`src/rtl/endscreen_pkg.sv`:
```
// ---------------------------------------------------------------------------
// endscreen_pkg
// Shared types and constants for the end-of-game overlay sequencer.
//   state_t   : sequencer phase (IDLE waiting for an outcome, DELAY counting
//               frames before drawing, SHOW drawing the overlay)
//   outcome_t : latched game outcome, encoded as it appears on the outcome port
//   CH_*      : fixed roles of the overlay channels
// ---------------------------------------------------------------------------
package endscreen_pkg;

    typedef enum logic [1:0] {
        IDLE  = 2'b00,
        DELAY = 2'b01,
        SHOW  = 2'b10
    } state_t;

    typedef enum logic [1:0] {
        NONE = 2'b00,
        WIN  = 2'b01,
        LOSS = 2'b10
    } outcome_t;

    // Channel roles: win banner, loss banner, then the shared blinking prompts.
    localparam int CH_WIN         = 0;
    localparam int CH_LOSS        = 1;
    localparam int CH_PROMPT_BASE = 2;

endpackage

```
`src/rtl/endscreen_sequencer_if.sv`:
```
// ---------------------------------------------------------------------------
// endscreen_sequencer_if
// Bundles the frame, layer and outcome signals of the end-screen sequencer.
//   start_of_frame  : one-cycle pulse per video frame
//   input_requests  : per-layer draw request            [NUM_CH-1:0]
//   input_rgb       : per-layer colour                  [NUM_CH-1:0][RGB_W-1:0]
//   is_win/is_loss  : game outcome levels
//   restart         : one-cycle pulse, clears the outcome
//   drawing_request : registered draw request to the layer mux
//   rgb             : registered colour to the layer mux
//   screen_active   : high while the overlay is showing
//   outcome         : 00 none, 01 win, 10 loss
// master = the producer of frame/layer/outcome inputs, slave = the sequencer.
// ---------------------------------------------------------------------------
interface endscreen_sequencer_if #(
    parameter int NUM_CH = 4,
    parameter int RGB_W  = 8
);

    logic                          start_of_frame;
    logic [NUM_CH-1:0]             input_requests;
    logic [NUM_CH-1:0][RGB_W-1:0]  input_rgb;
    logic                          is_win;
    logic                          is_loss;
    logic                          restart;
    logic                          drawing_request;
    logic [RGB_W-1:0]              rgb;
    logic                          screen_active;
    logic [1:0]                    outcome;

    modport master (
        output start_of_frame,
        output input_requests,
        output input_rgb,
        output is_win,
        output is_loss,
        output restart,
        input  drawing_request,
        input  rgb,
        input  screen_active,
        input  outcome
    );

    modport slave (
        input  start_of_frame,
        input  input_requests,
        input  input_rgb,
        input  is_win,
        input  is_loss,
        input  restart,
        output drawing_request,
        output rgb,
        output screen_active,
        output outcome
    );

endinterface

```
`src/rtl/endscreen_sequencer_layer_priority_mux.sv`:
```
// ---------------------------------------------------------------------------
// layer_priority_mux
// Combinational lowest-index-first selection among overlay layers.
//   i_requests : per-layer draw request
//   i_enable   : per-layer enable mask
//   i_rgb      : per-layer colour
//   o_hit      : at least one layer is both requesting and enabled
//   o_rgb      : colour of the lowest-index such layer, 0 when none
// ---------------------------------------------------------------------------
module layer_priority_mux #(
    parameter int NUM_CH = 4,
    parameter int RGB_W  = 8
) (
    input  logic [NUM_CH-1:0]            i_requests,
    input  logic [NUM_CH-1:0]            i_enable,
    input  logic [NUM_CH-1:0][RGB_W-1:0] i_rgb,
    output logic                         o_hit,
    output logic [RGB_W-1:0]             o_rgb
);

    logic [NUM_CH-1:0] w_active;

    assign w_active = i_requests & i_enable;

    // Walk from the highest index down so the lowest active index is the last to write.
    always_comb begin
        o_hit = |w_active;
        o_rgb = '0;
        for (int i = NUM_CH - 1; i >= 0; i--) begin
            o_rgb = w_active[i] ? i_rgb[i] : o_rgb;
        end
    end

endmodule

```
`src/rtl/endscreen_sequencer.sv`:
```
// ---------------------------------------------------------------------------
// endscreen_sequencer
// End-of-game overlay stage in the VGA path. Latches win/loss, waits
// DELAY_FRAMES frames, then draws the outcome banner and the blinking shared
// prompt layers through one registered drawing_request/rgb pair.
//   clk  : pixel clock
//   rst  : asynchronous reset, active-high
//   bus  : endscreen_sequencer_if.slave (frame pulse, layer requests/colours,
//          outcome inputs, restart; drawing_request, rgb, screen_active,
//          outcome outputs)
// Parameters:
//   NUM_CH       overlay channels (>= 3): ch0 win, ch1 loss, ch2.. prompts
//   RGB_W        colour width
//   DELAY_FRAMES frames from outcome latch to drawing; 0 draws immediately
//   BLINK_FRAMES frames per blink half-period of the prompt layers (>= 1)
//   CNT_W        frame counter width, holds max(DELAY_FRAMES, BLINK_FRAMES)
// ---------------------------------------------------------------------------
module endscreen_sequencer
    import endscreen_pkg::*;
#(
    parameter int NUM_CH       = 4,
    parameter int RGB_W        = 8,
    parameter int DELAY_FRAMES = 30,
    parameter int BLINK_FRAMES = 16,
    parameter int CNT_W        = 8
) (
    input  logic                  clk,
    input  logic                  rst,
    endscreen_sequencer_if.slave  bus
);

    // Terminal counter values; DELAY_LAST is unused when DELAY_FRAMES is 0.
    localparam logic [CNT_W-1:0] DELAY_LAST =
        (DELAY_FRAMES == 0) ? '0 : CNT_W'(DELAY_FRAMES - 1);
    localparam logic [CNT_W-1:0] BLINK_LAST = CNT_W'(BLINK_FRAMES - 1);

    state_t             r_state;
    state_t             w_state_nxt;
    outcome_t           r_outcome;
    outcome_t           w_outcome_nxt;
    logic [CNT_W-1:0]   r_frame_cnt;
    logic [CNT_W-1:0]   w_frame_cnt_nxt;
    logic [CNT_W-1:0]   r_blink_cnt;
    logic [CNT_W-1:0]   w_blink_cnt_nxt;
    logic               r_blink_on;
    logic               w_blink_on_nxt;

    logic [NUM_CH-1:0]  w_enable;
    logic               w_hit;
    logic [RGB_W-1:0]   w_hit_rgb;
    logic               w_show_now;

    logic               r_drawing_request;
    logic [RGB_W-1:0]   r_rgb;
    logic               r_screen_active;

    // Sequencer state and counters.
    always_ff @(posedge clk or posedge rst) begin
        if (rst) begin
            r_state     <= IDLE;
            r_outcome   <= NONE;
            r_frame_cnt <= '0;
            r_blink_cnt <= '0;
            r_blink_on  <= 1'b1;
        end else begin
            r_state     <= w_state_nxt;
            r_outcome   <= w_outcome_nxt;
            r_frame_cnt <= w_frame_cnt_nxt;
            r_blink_cnt <= w_blink_cnt_nxt;
            r_blink_on  <= w_blink_on_nxt;
        end
    end

    // Next-state logic: restart wins over every other event in the same cycle.
    always_comb begin
        w_state_nxt     = r_state;
        w_outcome_nxt   = r_outcome;
        w_frame_cnt_nxt = r_frame_cnt;
        w_blink_cnt_nxt = r_blink_cnt;
        w_blink_on_nxt  = r_blink_on;

        if (bus.restart) begin
            w_state_nxt     = IDLE;
            w_outcome_nxt   = NONE;
            w_frame_cnt_nxt = '0;
            w_blink_cnt_nxt = '0;
            w_blink_on_nxt  = 1'b1;
        end else begin
            case (r_state)
                IDLE: begin
                    // Outcome is only sampled here, which makes it sticky afterwards.
                    if (bus.is_win || bus.is_loss) begin
                        w_outcome_nxt   = bus.is_win ? WIN : LOSS;
                        w_frame_cnt_nxt = '0;
                        w_blink_cnt_nxt = '0;
                        w_blink_on_nxt  = 1'b1;
                        w_state_nxt     = (DELAY_FRAMES == 0) ? SHOW : DELAY;
                    end else begin
                        w_state_nxt = IDLE;
                    end
                end
                DELAY: begin
                    if (bus.start_of_frame) begin
                        if (r_frame_cnt == DELAY_LAST) begin
                            w_state_nxt     = SHOW;
                            w_frame_cnt_nxt = '0;
                            w_blink_cnt_nxt = '0;
                            w_blink_on_nxt  = 1'b1;
                        end else begin
                            w_frame_cnt_nxt = r_frame_cnt + CNT_W'(1);
                        end
                    end else begin
                        w_frame_cnt_nxt = r_frame_cnt;
                    end
                end
                SHOW: begin
                    if (bus.start_of_frame) begin
                        if (r_blink_cnt == BLINK_LAST) begin
                            w_blink_cnt_nxt = '0;
                            w_blink_on_nxt  = ~r_blink_on;
                        end else begin
                            w_blink_cnt_nxt = r_blink_cnt + CNT_W'(1);
                        end
                    end else begin
                        w_blink_cnt_nxt = r_blink_cnt;
                    end
                end
                default: begin
                    // Unreachable encoding: fall back to a clean idle.
                    w_state_nxt     = IDLE;
                    w_outcome_nxt   = NONE;
                    w_frame_cnt_nxt = '0;
                    w_blink_cnt_nxt = '0;
                    w_blink_on_nxt  = 1'b1;
                end
            endcase
        end
    end

    // Layer enable mask: banners follow the outcome, prompt layers follow the blink phase.
    always_comb begin
        w_enable          = '0;
        w_enable[CH_WIN]  = (r_outcome == WIN);
        w_enable[CH_LOSS] = (r_outcome == LOSS);
        for (int i = CH_PROMPT_BASE; i < NUM_CH; i++) begin
            w_enable[i] = r_blink_on;
        end
    end

    layer_priority_mux #(
        .NUM_CH (NUM_CH),
        .RGB_W  (RGB_W)
    ) u_layer_priority_mux (
        .i_requests (bus.input_requests),
        .i_enable   (w_enable),
        .i_rgb      (bus.input_rgb),
        .o_hit      (w_hit),
        .o_rgb      (w_hit_rgb)
    );

    // A restart blanks the overlay on the same edge that sends the sequencer to IDLE.
    assign w_show_now = (r_state == SHOW) && !bus.restart;

    // Registered overlay outputs, cleared asynchronously by rst.
    always_ff @(posedge clk or posedge rst) begin
        if (rst) begin
            r_drawing_request <= 1'b0;
            r_rgb             <= '0;
            r_screen_active   <= 1'b0;
        end else begin
            r_drawing_request <= w_show_now && w_hit;
            r_rgb             <= (w_show_now && w_hit) ? w_hit_rgb : '0;
            r_screen_active   <= w_show_now;
        end
    end

    assign bus.drawing_request = r_drawing_request;
    assign bus.rgb             = r_rgb;
    assign bus.screen_active   = r_screen_active;
    assign bus.outcome         = r_outcome;

endmodule

```
`src/flat_wrapper.sv`:
```
// flat-port wrapper written by rule: the top's interface ports become plain ports
module endscreen_sequencer_flat import endscreen_pkg::*;
#(
    parameter int NUM_CH       = 4,
    parameter int RGB_W        = 8,
    parameter int DELAY_FRAMES = 30,
    parameter int BLINK_FRAMES = 16,
    parameter int CNT_W        = 8
)
  (clk, rst, bus_start_of_frame, bus_input_requests, bus_input_rgb, bus_is_win, bus_is_loss, bus_restart, bus_drawing_request, bus_rgb, bus_screen_active, bus_outcome);
  endscreen_sequencer_if #(.NUM_CH(NUM_CH), .RGB_W(RGB_W)) bus_i ();
  input  logic clk;
  input  logic rst;
  input wire logic [$bits(bus_i.start_of_frame)-1:0] bus_start_of_frame;
  input wire logic [$bits(bus_i.input_requests)-1:0] bus_input_requests;
  input wire logic [$bits(bus_i.input_rgb)-1:0] bus_input_rgb;
  input wire logic [$bits(bus_i.is_win)-1:0] bus_is_win;
  input wire logic [$bits(bus_i.is_loss)-1:0] bus_is_loss;
  input wire logic [$bits(bus_i.restart)-1:0] bus_restart;
  output wire logic [$bits(bus_i.drawing_request)-1:0] bus_drawing_request;
  output wire logic [$bits(bus_i.rgb)-1:0] bus_rgb;
  output wire logic [$bits(bus_i.screen_active)-1:0] bus_screen_active;
  output wire logic [$bits(bus_i.outcome)-1:0] bus_outcome;
  assign bus_i.start_of_frame = bus_start_of_frame;
  assign bus_i.input_requests = bus_input_requests;
  assign bus_i.input_rgb = bus_input_rgb;
  assign bus_i.is_win = bus_is_win;
  assign bus_i.is_loss = bus_is_loss;
  assign bus_i.restart = bus_restart;
  assign bus_drawing_request = bus_i.drawing_request;
  assign bus_rgb = bus_i.rgb;
  assign bus_screen_active = bus_i.screen_active;
  assign bus_outcome = bus_i.outcome;
  endscreen_sequencer #(.NUM_CH(NUM_CH), .RGB_W(RGB_W), .DELAY_FRAMES(DELAY_FRAMES), .BLINK_FRAMES(BLINK_FRAMES), .CNT_W(CNT_W)) u_core (.clk(clk), .rst(rst), .bus(bus_i));
endmodule
```
`config.mk`:
```
export PLATFORM = sky130hd
export DESIGN_NAME = endscreen_sequencer_flat
export DESIGN_NICKNAME = d
export VERILOG_FILES = /design/src/rtl/endscreen_pkg.sv /design/src/rtl/endscreen_sequencer_if.sv /design/src/rtl/endscreen_sequencer_layer_priority_mux.sv /design/src/rtl/endscreen_sequencer.sv /design/src/flat_wrapper.sv
export SDC_FILE = /design/constraint.sdc
export NUM_CORES = 1
export LEC_CHECK = 0
export ABC_AREA = 1
export BUFFER_PORTS_ARGS = -buffer_cell sky130_fd_sc_hd__buf_2
export CORE_MARGIN = 2
export CORE_UTILIZATION = 57
export DETAILED_ROUTE_END_ITERATION = 8
export PLACE_DENSITY = 0.85
export SLEW_MARGIN = 20
export SYNTH_ARGS = -nofsm -noshare
export SYNTH_HDL_FRONTEND = slang
export SYNTH_SLANG_ARGS = --single-unit
export TNS_END_PERCENT = 10
```
`constraint.sdc`:
```
create_clock -name clk -period 2.5 [get_ports clk]
set_clock_uncertainty 0.2 [all_clocks]
set_input_delay 0 -clock clk [delete_from_list [all_inputs] [get_ports clk]]
set_output_delay 0 -clock clk [all_outputs]
set_load 0.1 [all_outputs]
```
=== Word level (Yosys, flattened, before mapping) ===
Cells that the tools add are included.

* Register bits after elaboration: 31
* Input bits: 42
* Output and inout bits: 12
* Word-level logic and storage cells: 69

* Add/sub/neg operators: 2
* Eq/ne operators: 13
* Multiplexer cells: 32
* Bitwise gates (word level): 2
* Reduce and logical (&&, ||, !) cells: 12

{| class="wikitable"
|+ Operators by type and width
! cell !! count
|-
| two-way mux 8 bit || 14
|-
| case mux 8 bit (3 select lines) || 2
|-
| adder 8 x 1 -> 8 bit (second input constant) || 2
|-
| two-way mux 2 bit || 6
|-
| inequality test 3 x 2 -> 1 bit (second input constant) || 3
|-
| == test 8 x 4 -> 1 bit (second input constant) || 1
|-
| == test 8 x 5 -> 1 bit (second input constant) || 1
|-
| two-way mux 1 bit || 7
|-
| inequality test 3 bit (second input constant) || 2
|-
| case mux 2 bit (3 select lines) || 1
|-
| AND reduction 3 bit || 2
|-
| AND reduction 5 bit || 1
|-
| AND 4 bit || 1
|-
| == test 2 x 1 -> 1 bit (second input constant) || 2
|-
| == test 2 bit (second input constant) || 2
|-
| case mux 2 bit (2 select lines) || 1
|-
| AND reduction 4 bit || 1
|-
| OR reduction 4 bit || 1
|-
| case mux 1 bit (3 select lines) || 1
|-
| logical AND 1 bit || 2
|-
| logical NOT 2 bit || 1
|-
| inequality test 2 x 1 -> 1 bit (second input constant) || 1
|-
| inequality test 2 bit (second input constant) || 1
|-
| AND reduction 2 bit || 1
|-
| 4 further kinds || 4
|}

=== Longest topological paths before layout ===
Gate-level depths: netlist (run 1).

* Word-level depth: 7
* Depth in mapped cells: 11
* Mapped depth without buffers: 11

=== Modules after synthesis ===
A second synthesis (run 1) with hierarchy kept.

* Cell total of the unflattened synthesis: 316
* Area total of the unflattened synthesis: 2159.6 um^2

{| class="wikitable"
|+ Modules (own cells, without submodules)
! module !! times used !! cells an instance !! area each (um^2) !! sequential area each (um^2)
|-
| endscreen_sequencer || 1 || 226 || 1711.6 || 777.0
|-
| layer_priority_mux || 1 || 90 || 447.9 || 0.0
|}

=== Worst setup path after synthesis (run 1) ===
No wires, ideal clock.

* Path type: register to register
* Start: register u_core.r_outcome[1], in the netlist u_core.bus.outcome[1]
* End: register u_core.r_rgb[5], in the netlist u_core.bus.rgb[5]
* Setup time: 0.079 ns
* Data arrival time: 1.711 ns
* Required time: 2.221 ns
* Path slack: 0.510 ns
* Stages on the path, launching flop included: 8
* Buffers on the path: 1
* Clock period less this slack: 1.990 ns
* Cells stage by stage: dfrtp_1 -> inv_1 -> nand3_1 -> inv_1 -> buf_2 -> nor2_1 -> nand2_1 -> a21oi_1

* Word-level cells in the longest chain between the ends: 5
* Elaborated cells between the ends (all ways): 8
* Those cells by class: eq/ne: 2; mux: 3; bitwise: 1; reduce/logical: 2

{| class="wikitable"
|+ RTL lines
! what !! RTL line !! source
|-
| start: declaration || endscreen_sequencer.sv:39 || <nowiki>outcome_t r_outcome;</nowiki>
|-
| start signal: assignment || endscreen_sequencer.sv:67 || <nowiki>r_outcome <= w_outcome_nxt;</nowiki>
|-
| == test 2 bit / == test 2 x 1 -> 1 bit (equally long branches) || endscreen_sequencer.sv:144, endscreen_sequencer.sv:143 ||
|-
| AND 4 bit (*) || endscreen_sequencer_layer_priority_mux.sv:23 || <nowiki>assign w_active = i_requests & i_enable;</nowiki>
|-
| two-way mux 8 bit / OR reduction 4 bit (equally long branches) || endscreen_sequencer_layer_priority_mux.sv:30, endscreen_sequencer_layer_priority_mux.sv:27 ||
|-
| two-way mux 8 bit / logical AND 1 bit (equally long branches) || endscreen_sequencer_layer_priority_mux.sv:30, endscreen_sequencer.sv:172 ||
|-
| two-way mux 8 bit (*) || endscreen_sequencer.sv:172 || <nowiki>r_rgb <= (w_show_now && w_hit) ? w_hit_rgb : '0;</nowiki>
|-
| end signal: assignment || endscreen_sequencer.sv:172 ||
|-
| end: declaration || endscreen_sequencer.sv:54 || <nowiki>logic [RGB_W-1:0] r_rgb;</nowiki>
|}

Mark *: on every way between the ends. The rest lies on a longest branch, timed or not.
A chain may end at the register's enable or synchronous reset.

=== Worst setup path after layout (run 1) ===
* Start: register u_core.r_state[0]
* End: register u_core.r_rgb[0], in the netlist u_core.bus.rgb[0]

* Word-level cells in the longest chain between the ends: 4

{| class="wikitable"
|+ RTL lines
! what !! RTL line !! source
|-
| start: declaration || endscreen_sequencer.sv:37 || <nowiki>state_t r_state;</nowiki>
|-
| start signal: assignment || endscreen_sequencer.sv:66 || <nowiki>r_state <= w_state_nxt;</nowiki>
|-
| == test 2 bit || endscreen_sequencer.sv:162 || <nowiki>assign w_show_now = (r_state == SHOW) && !bus.restart;</nowiki>
|-
| logical AND 1 bit || endscreen_sequencer.sv:162 ||
|-
| named net u_core.w_show_now || endscreen_sequencer.sv:51 || <nowiki>logic w_show_now;</nowiki>
|-
| logical AND 1 bit || endscreen_sequencer.sv:172 ||
|-
| two-way mux 8 bit || endscreen_sequencer.sv:172 ||
|}

The timed path passes the listed nets, and every way through them passes these cells.

==> results of run 1 <==
## power groups by stage
stage          clock network [mW]  logic (mW)  registers [mW]
3_5_place_dp                    0       0.745           0.624
3_3_place_gp                    0       0.736           0.622
2_1_floorplan                   0       0.464           0.779
4_1_cts                     0.344       0.785           0.615
6_report                    0.339       0.809           0.617
5_1_grt                     0.364       0.889           0.625
## worst max-delay path by stage
stage	cells past startpoint	from	endpoint
2_1_floorplan	7	u_core.bus.outcome[1]	u_core.bus.rgb[5]
3_3_place_gp	8	u_core.r_state[0]	u_core.r_frame_cnt[3]
3_5_place_dp	9	u_core.r_state[0]	u_core.r_frame_cnt[3]
4_1_cts	7	u_core.r_state[0]	u_core.bus.rgb[7]
5_1_grt	7	u_core.r_state[0]	u_core.bus.rgb[0]
6_report	7	u_core.r_state[0]	u_core.bus.rgb[0]
## cell families after synthesis
group                      after synthesis  synth area share
DFF                                     31             0.380
xor gates and xnor gates                 1           0.00428
muxes                                    1           0.00489
and+or+nand+nor                        191             0.410
AOI/OAI and AO/OA                       25            0.0679
adders and majority gates                6            0.0367
buffers and inverters                   42            0.0960
## per-stage QoR
step,power (mW),instance area (sq um),cells,utilization
finish,1.77,2590,417,0.765
global route,1.88,2590,417,0.765
CTS,1.74,2590,417,0.764
detailed placement,1.37,2310,388,0.682
global placement,1.36,2310,388,0.682
floorplan,1.24,2050,297,-
## sequential cells by signal (all words and copies together) (netlist names)
signal,flops
u_core.r_state,2
u_core.bus.rgb,8
u_core.r_frame_cnt,8
u_core.r_blink_cnt,8
u_core.bus.outcome,2
u_core.r_blink_on,1
u_core.bus.drawing_request,1
u_core.bus.screen_active,1
## tightest hold or removal path, delay by kind of cell
| kind | cells | cell delay [ns] |
|---|---|---|
| buf+inv | 1 | 0.12 |
| simple gates | 6 | 0.40 |
## timing repair
item | CTS | global route
setup endpoints to repair | 0 | 2
setup buffers | 0 | 0
hold endpoints to repair | 49 | 0
hold buffers | 21 | 0
resized for setup | 0 | 1
## layout make-up
cell class	instances	share of cell area
Tap cell	46	0.0222
Inverter	33	0.0507
Timing Repair Buffer	75	0.186
Sequential cell	31	0.300
Clock buffer	8	0.0265
Multi-Input combinational cell	224	0.415
## cells in the final DEF, fill, tap and decap left out
| cell type | Yosys | layout |
|---|---|---|
| sky130_fd_sc_hd__a21oi_1 | 10 | 10 |
| sky130_fd_sc_hd__buf_2 | 4 | 53 |
| sky130_fd_sc_hd__buf_4 | 1 | 1 |
| sky130_fd_sc_hd__clkbuf_1 | 1 | 1 |
| sky130_fd_sc_hd__clkbuf_4 | 0 | 5 |
| sky130_fd_sc_hd__clkbuf_8 | 0 | 2 |
| sky130_fd_sc_hd__dfrtp_1 | 30 | 30 |
| sky130_fd_sc_hd__dfstp_2 | 1 | 1 |
| sky130_fd_sc_hd__dlygate4sd3_1 | 0 | 21 |
| sky130_fd_sc_hd__ha_1 | 6 | 5 |
| sky130_fd_sc_hd__ha_2 | 0 | 1 |
| sky130_fd_sc_hd__inv_1 | 31 | 31 |
| sky130_fd_sc_hd__inv_2 | 1 | 1 |
| sky130_fd_sc_hd__inv_8 | 1 | 1 |
| sky130_fd_sc_hd__mux2i_1 | 1 | 1 |
| sky130_fd_sc_hd__nand2_1 | 77 | 77 |
| sky130_fd_sc_hd__nand2_2 | 7 | 7 |
| sky130_fd_sc_hd__nand2_4 | 1 | 1 |
| sky130_fd_sc_hd__nand3_1 | 45 | 45 |
| sky130_fd_sc_hd__nand3_2 | 1 | 1 |
| sky130_fd_sc_hd__nand4_1 | 5 | 5 |
| sky130_fd_sc_hd__nor2_1 | 50 | 50 |
| sky130_fd_sc_hd__nor2_2 | 3 | 3 |
| sky130_fd_sc_hd__nor2_4 | 2 | 2 |
| sky130_fd_sc_hd__o21ai_0 | 5 | 5 |
| sky130_fd_sc_hd__o21ai_1 | 5 | 5 |
| sky130_fd_sc_hd__o21ai_2 | 1 | 1 |
| sky130_fd_sc_hd__o21bai_1 | 2 | 2 |
| sky130_fd_sc_hd__o22ai_1 | 1 | 1 |
| sky130_fd_sc_hd__o32ai_1 | 1 | 1 |
| sky130_fd_sc_hd__xor2_1 | 1 | 1 |
## layer usage
metal	global-route usage	share of wire	vias up	wire (um)
li1	-	-	1088	-
met1	0.347	0.42	1009	2210
met2	0.456	0.49	85	2580
met3	0.0599	0.061	12	320
met4	0.103	0.020	0	106
met5	0	0	-	0
==> results.toml, run 1 <==
[outcome]
outcome = "finished clean"

[yosys]
synth_largest_type_area_fraction = 0.367
postSynthNetCount = 345
postSynthAreaPerCell_sq_um = 6.89
yosysMostFrequentCell = "sky130_fd_sc_hd__nand2_1"
netlist.top_cell.by_area = "sky130_fd_sc_hd__dfrtp_1"
synth_edf_count = 0
synth_top_flop_cell = "sky130_fd_sc_hd__dfrtp_1"
synth.yosys.seq_area_share = 0.380
synthesis.area_sq_um = 2050
synth_commonest_cells = "77 x sky130_fd_sc_hd__nand2_1, 50 x sky130_fd_sc_hd__nor2_1, 45 x sky130_fd_sc_hd__nand3_1"
synthesis.yosys.warnings = 0
synth-async-reset-ratio = 1.00
post_synth_num_cell_types = 28
synth_seq_cells = 31
number_of_standard_cells_after_synthesis = 297
synth_area_leaders = "sky130_fd_sc_hd__dfrtp_1 37%, sky130_fd_sc_hd__nand2_1 14%, sky130_fd_sc_hd__nand3_1 11%"

[setup_path]
reg2reg_to = "u_core.bus.rgb[0]"
setup.reg_to_reg.worst_slack_ns = 0.17
slowest_delay_ns = 0.57
worst_r2r_path_depth = 7
timing.critical_path.slowest_stage_cell = "sky130_fd_sc_hd__dlygate4sd3_1"
r2r-start = "u_core.r_state[0]"
worstSetupEndpointType = "register"
path_class = "reg2reg"
cp.buffers_inverters = 3
cpMostUsedCell = "sky130_fd_sc_hd__inv_1"
cp_data_required_time_ns = 2.57
path_cells = "inv_1 > ha_2 > nand2_4 > inv_1 > nand2_1 > a21oi_1 > dlygate4sd3_1"
worstPathArrival_ns = 2.40
worst_path_dominant_cell_family = "buffers and inverters"
crit_path_max_fanout = 9
start_kind = "register"

[sta]
max_clock_freq_ghz = 0.429
finalSetupViolations = 0
fin_tns_setup_ns = 0
report.final.hold_viol_count = 0
final_min_period_over_clock_period = 0.932
rsz0062_at_grt = "no"
fin_worst_hold_slack_ns = 0.0168
finalCriticalPeriod_ns = 2.33
max_slew_headroom = 0.670
timing.final.ws_setup_ns = 0.169
report.final.slew_viol_count = 0
worstMarginPinSlew_ns = 0.498

[cells_and_area]
multi_input_comb_area_sq_um = 1070
antenna_cells = 0
area_growth_syn_to_layout_pct = 26.7
post_route_cells_drive_above_1_share = 0.216
fin_nets = 418
nFillCells = 229
area_taken_by_flip_flops_and_latches_sq_um = 777

[placed_design]
io_buffer_count = 53
detailedPlace.worstSlack_ns = 0.602
dp_hpwl_mm = 3.46
routabilityCongestion = 0.852

[drt]
first_pass_iters = 4
vias = 2194
detail_route.drc_violations = 0
detailedRoute.firstIterationViolations = 143
post_drt_via_cell_ratio = 5.26
antenna_left = 0
avgRoutedWirePerCell_um = 12.5
drt-total-wl_mm = 5.22

[clocking]
clock_tree.buffer_depth = 2
htree_levels = 2
clk_transition_reported_paths_ns = 0.10
number_of_clock_buffers_inserted_by_tritoncts = 5
cts.sink_count = 31
worstSkewPairLatency_ns = 0.33
root_buffer = "sky130_fd_sc_hd__clkbuf_4"
tritoncts = "built"

[power]
total_switching_power_mw = 0.814
power_frac_comb = 0.458
seq_power_share = 0.350
total_leakage_power_nw = 1.40
share_of_power_burned_in_the_clock_network = 0.192
worst_ir_drop_vdd_mv = 0.831
power.density_nw_per_um2 = 681
netSwitchingFraction = 0.461
cellInternalPower_mw = 0.952

[die]
fp.dieH_um = 63.9
floorplan.die_area_sq_um = 4080
start_util = 0.604
std_cell_rows = 21
io-pin-count = 54
floorplan.core_area_sq_um = 3390
die-width_um = 63.9

[grt]
global_route.usage.total = 0.274
initial_antenna_violation_count = 0
maximum_number_of_pins_on_one_net_before_global_route_repair = 32
globalRoute.totalOverflow = 0
grt_first_pass_wirelength_mm = 8.72
first_global_vias = 1985

[worst_hold_path]
timing.hold.worst_path_depth = 7
holdCritPathClass = "in2reg"
hold_start = "bus_start_of_frame"
hold_path_end = "u_core.r_frame_cnt[2]"

[flow_run]
number_of_max_cap_violations = 0
No activity file was read; power rests on OpenSTA's default activity.
==> run 2, diff against run 1 <==
--- a/config.mk
+++ b/config.mk
@@ -8,9 +8,9 @@
 export ABC_AREA = 1
 export BUFFER_PORTS_ARGS = -buffer_cell sky130_fd_sc_hd__buf_2
 export CORE_MARGIN = 2
-export CORE_UTILIZATION = 57
+export CORE_UTILIZATION = 55
 export DETAILED_ROUTE_END_ITERATION = 8
-export PLACE_DENSITY = 0.85
+export PLACE_DENSITY = 0.83
 export SLEW_MARGIN = 20
 export SYNTH_ARGS = -nofsm -noshare
 export SYNTH_HDL_FRONTEND = slang
==> run 2 against run 1 <==
The run now ends with negative hold slack left. Non-clock buffer count unchanged. Routed wire length up 3.8%. Register-to-register slack better by 0.02 ns. First-iteration DRC count decreased by 27%. Global-route usage increased by 0.72 points. Sequential power is essentially flat. Die area is 3.4% higher. Core utilization down 3.1 points. Power grew 9.9%. Largest power group unchanged.
==> results.toml, run 2 (synthesis gave the netlist of run 1 again) <==
[outcome]
outcome = "complete, but fails checks"
violations_in_the_final_reports = "negative hold slack"

[grt]
globalRoute.totalOverflow = 0
first_global_vias = 1952
gr-usage-met3 = 0.0590
grt_busiest_layer = "met2"
grt_first_pass_wirelength_mm = 8.87
globalRouteMet1Util = 0.346
maximum_number_of_pins_on_one_net_before_global_route_repair = 23
globalRouteMet2Util = 0.456
global_route.usage.total = 0.281
initial_antenna_violation_count = 0

[die]
die-width_um = 65.0
io-pin-count = 54
fp.dieH_um = 65.0
floorplan.core_area_sq_um = 3610
floorplan.die_area_sq_um = 4220
std_cell_rows = 22
start_util = 0.567

[clocking]
root_buffer = "sky130_fd_sc_hd__clkbuf_8"
clk_transition_reported_paths_ns = 0.07
clock_tree.buffer_depth = 2
cts.sink_count = 31
worstSkewPairLatency_ns = 0.29
tritoncts = "built"
number_of_clock_buffers_inserted_by_tritoncts = 5
htree_levels = 2

[placed_design]
detailedPlace.worstSlack_ns = 0.598
io_buffer_count = 53
dp_hpwl_mm = 3.48
routabilityCongestion = 0.873
placedCellCount = 390

[sta]
fin_worst_hold_slack_ns = -0.00862
finalSetupViolations = 0
report.final.slew_viol_count = 0
timing.final.ws_setup_ns = 0.190
rsz0062_at_grt = "no"
finalCriticalPeriod_ns = 2.31
fin_tns_setup_ns = 0
final_min_period_over_clock_period = 0.924
max_slew_headroom = 0.404
report.final.hold_viol_count = 1
worstMarginPinSlew_ns = 0.893
max_clock_freq_ghz = 0.433

[cells_and_area]
layoutNonFillerInstCount = 419
layout.cells.most_common = "sky130_fd_sc_hd__nand2_1"
post_route_cells_drive_above_1_share = 0.221
finish.utilization = 0.734
area_taken_by_flip_flops_and_latches_sq_um = 777
antenna_cells = 0
most-common-layout-cells = "76 x sky130_fd_sc_hd__nand2_1, 53 x sky130_fd_sc_hd__buf_2, 50 x sky130_fd_sc_hd__nor2_1, 45 x sky130_fd_sc_hd__nand3_1, 31 x sky130_fd_sc_hd__inv_1"
area_growth_syn_to_layout_pct = 29.4
fin_nets = 418
multi_input_comb_area_sq_um = 1080
nFillCells = 278

[drt]
avgRoutedWirePerCell_um = 12.9
antenna_left = 0
post_drt_via_cell_ratio = 5.25
detail_route.drc_violations = 0
drt-total-wl_mm = 5.42
first_pass_iters = 5
detailedRoute.firstIterationViolations = 104
vias = 2201

[setup_path]
path_class = "reg2reg"
timing.critical_path.slowest_stage_cell = "sky130_fd_sc_hd__dfstp_2"
worstPathArrival_ns = 2.34
slowest_delay_ns = 0.65
path_cells = "nand2_1 > inv_1 > nand3_1 > nand3_1 > nand2_1 > a21oi_1 > dlygate4sd3_1"
cp_data_required_time_ns = 2.53
start_kind = "register"
crit_path_max_fanout = 12
worstSetupEndpointType = "register"

[worst_hold_path]
holdCritPathClass = "in2reg"

[power]
design_power_total_mw = 1.94
worst_ir_drop_vdd_mv = 0.807
power.density_nw_per_um2 = 733
total_leakage_power_nw = 1.42

[flow_run]
number_of_max_cap_violations = 0
run 2: worst max-delay path: cells and delay by family (launching register included):
kind,cells,cell delay (ns)
DFF,1,0.65
and+or+nand+nor,4,0.46
AOI/OAI and AO/OA,1,0.18
buffers and inverters,2,0.76
run 2: timing repair:
action,in CTS,in global routing
endpoints found under the setup margin,0,8
gates resized for setup,0,2
setup buffers,0,0
hold buffers,21,0
endpoints found under the hold margin,35,0
run 2: power breakdown:
part	total, mW	leakage, nW	switching [mW]	internal, mW
Sequential	0.617	0.426	0.0554	0.561
Combinational	0.804	0.932	0.578	0.226
Clock	0.520	0.0612	0.197	0.322
run 2: path summary, 6_finish.rpt:
| path | startpoint | endpoint | slack, ns | cells past startpoint |
|---|---|---|---|---|
| max | u_core.r_blink_on | u_core.bus.rgb[1] | 0.19 | 7 |
| min | bus_input_requests[3] | u_core.bus.drawing_request | -0.009 | 5 |
| max reg2reg | u_core.r_blink_on | u_core.bus.rgb[1] | 0.19 | 7 |
| min reg2reg | u_core.r_frame_cnt[0] | u_core.r_frame_cnt[0] | 0.34 | 1 |
| max in group asynchronous | rst | u_core.r_frame_cnt[7] | 1.18 | 4 |
| min in group asynchronous | rst | u_core.bus.rgb[0] | 0.24 | 3 |
run 2: through the flow:
| step | hold slack (ns) | area [sq um] |
|---|---|---|
| 4_1_cts | 0.0394 | 2640 |
| 3_5_place_dp | 0.0137 | 2310 |
| 3_3_place_gp | -0.00322 | 2310 |
| 2_1_floorplan | -0.0972 | 2050 |
| 5_1_grt | 0.0714 | 2650 |
| 6_report | -0.00862 | 2650 |
run 2: layout make-up:
class | count | share of cell area
multi-input cells | 224 | 0.407
flip-flops and latches | 31 | 0.294
repair buffers | 75 | 0.183
inverters | 33 | 0.0496
clock buffers | 6 | 0.0312
well taps | 48 | 0.0227
clock inverters | 2 | 0.0132
run 2: per-layer routing:
metal	up-vias	share of wire
li1	1091	-
met1	995	0.42
met2	99	0.48
met3	16	0.063
met4	0	0.034
met5	-	0
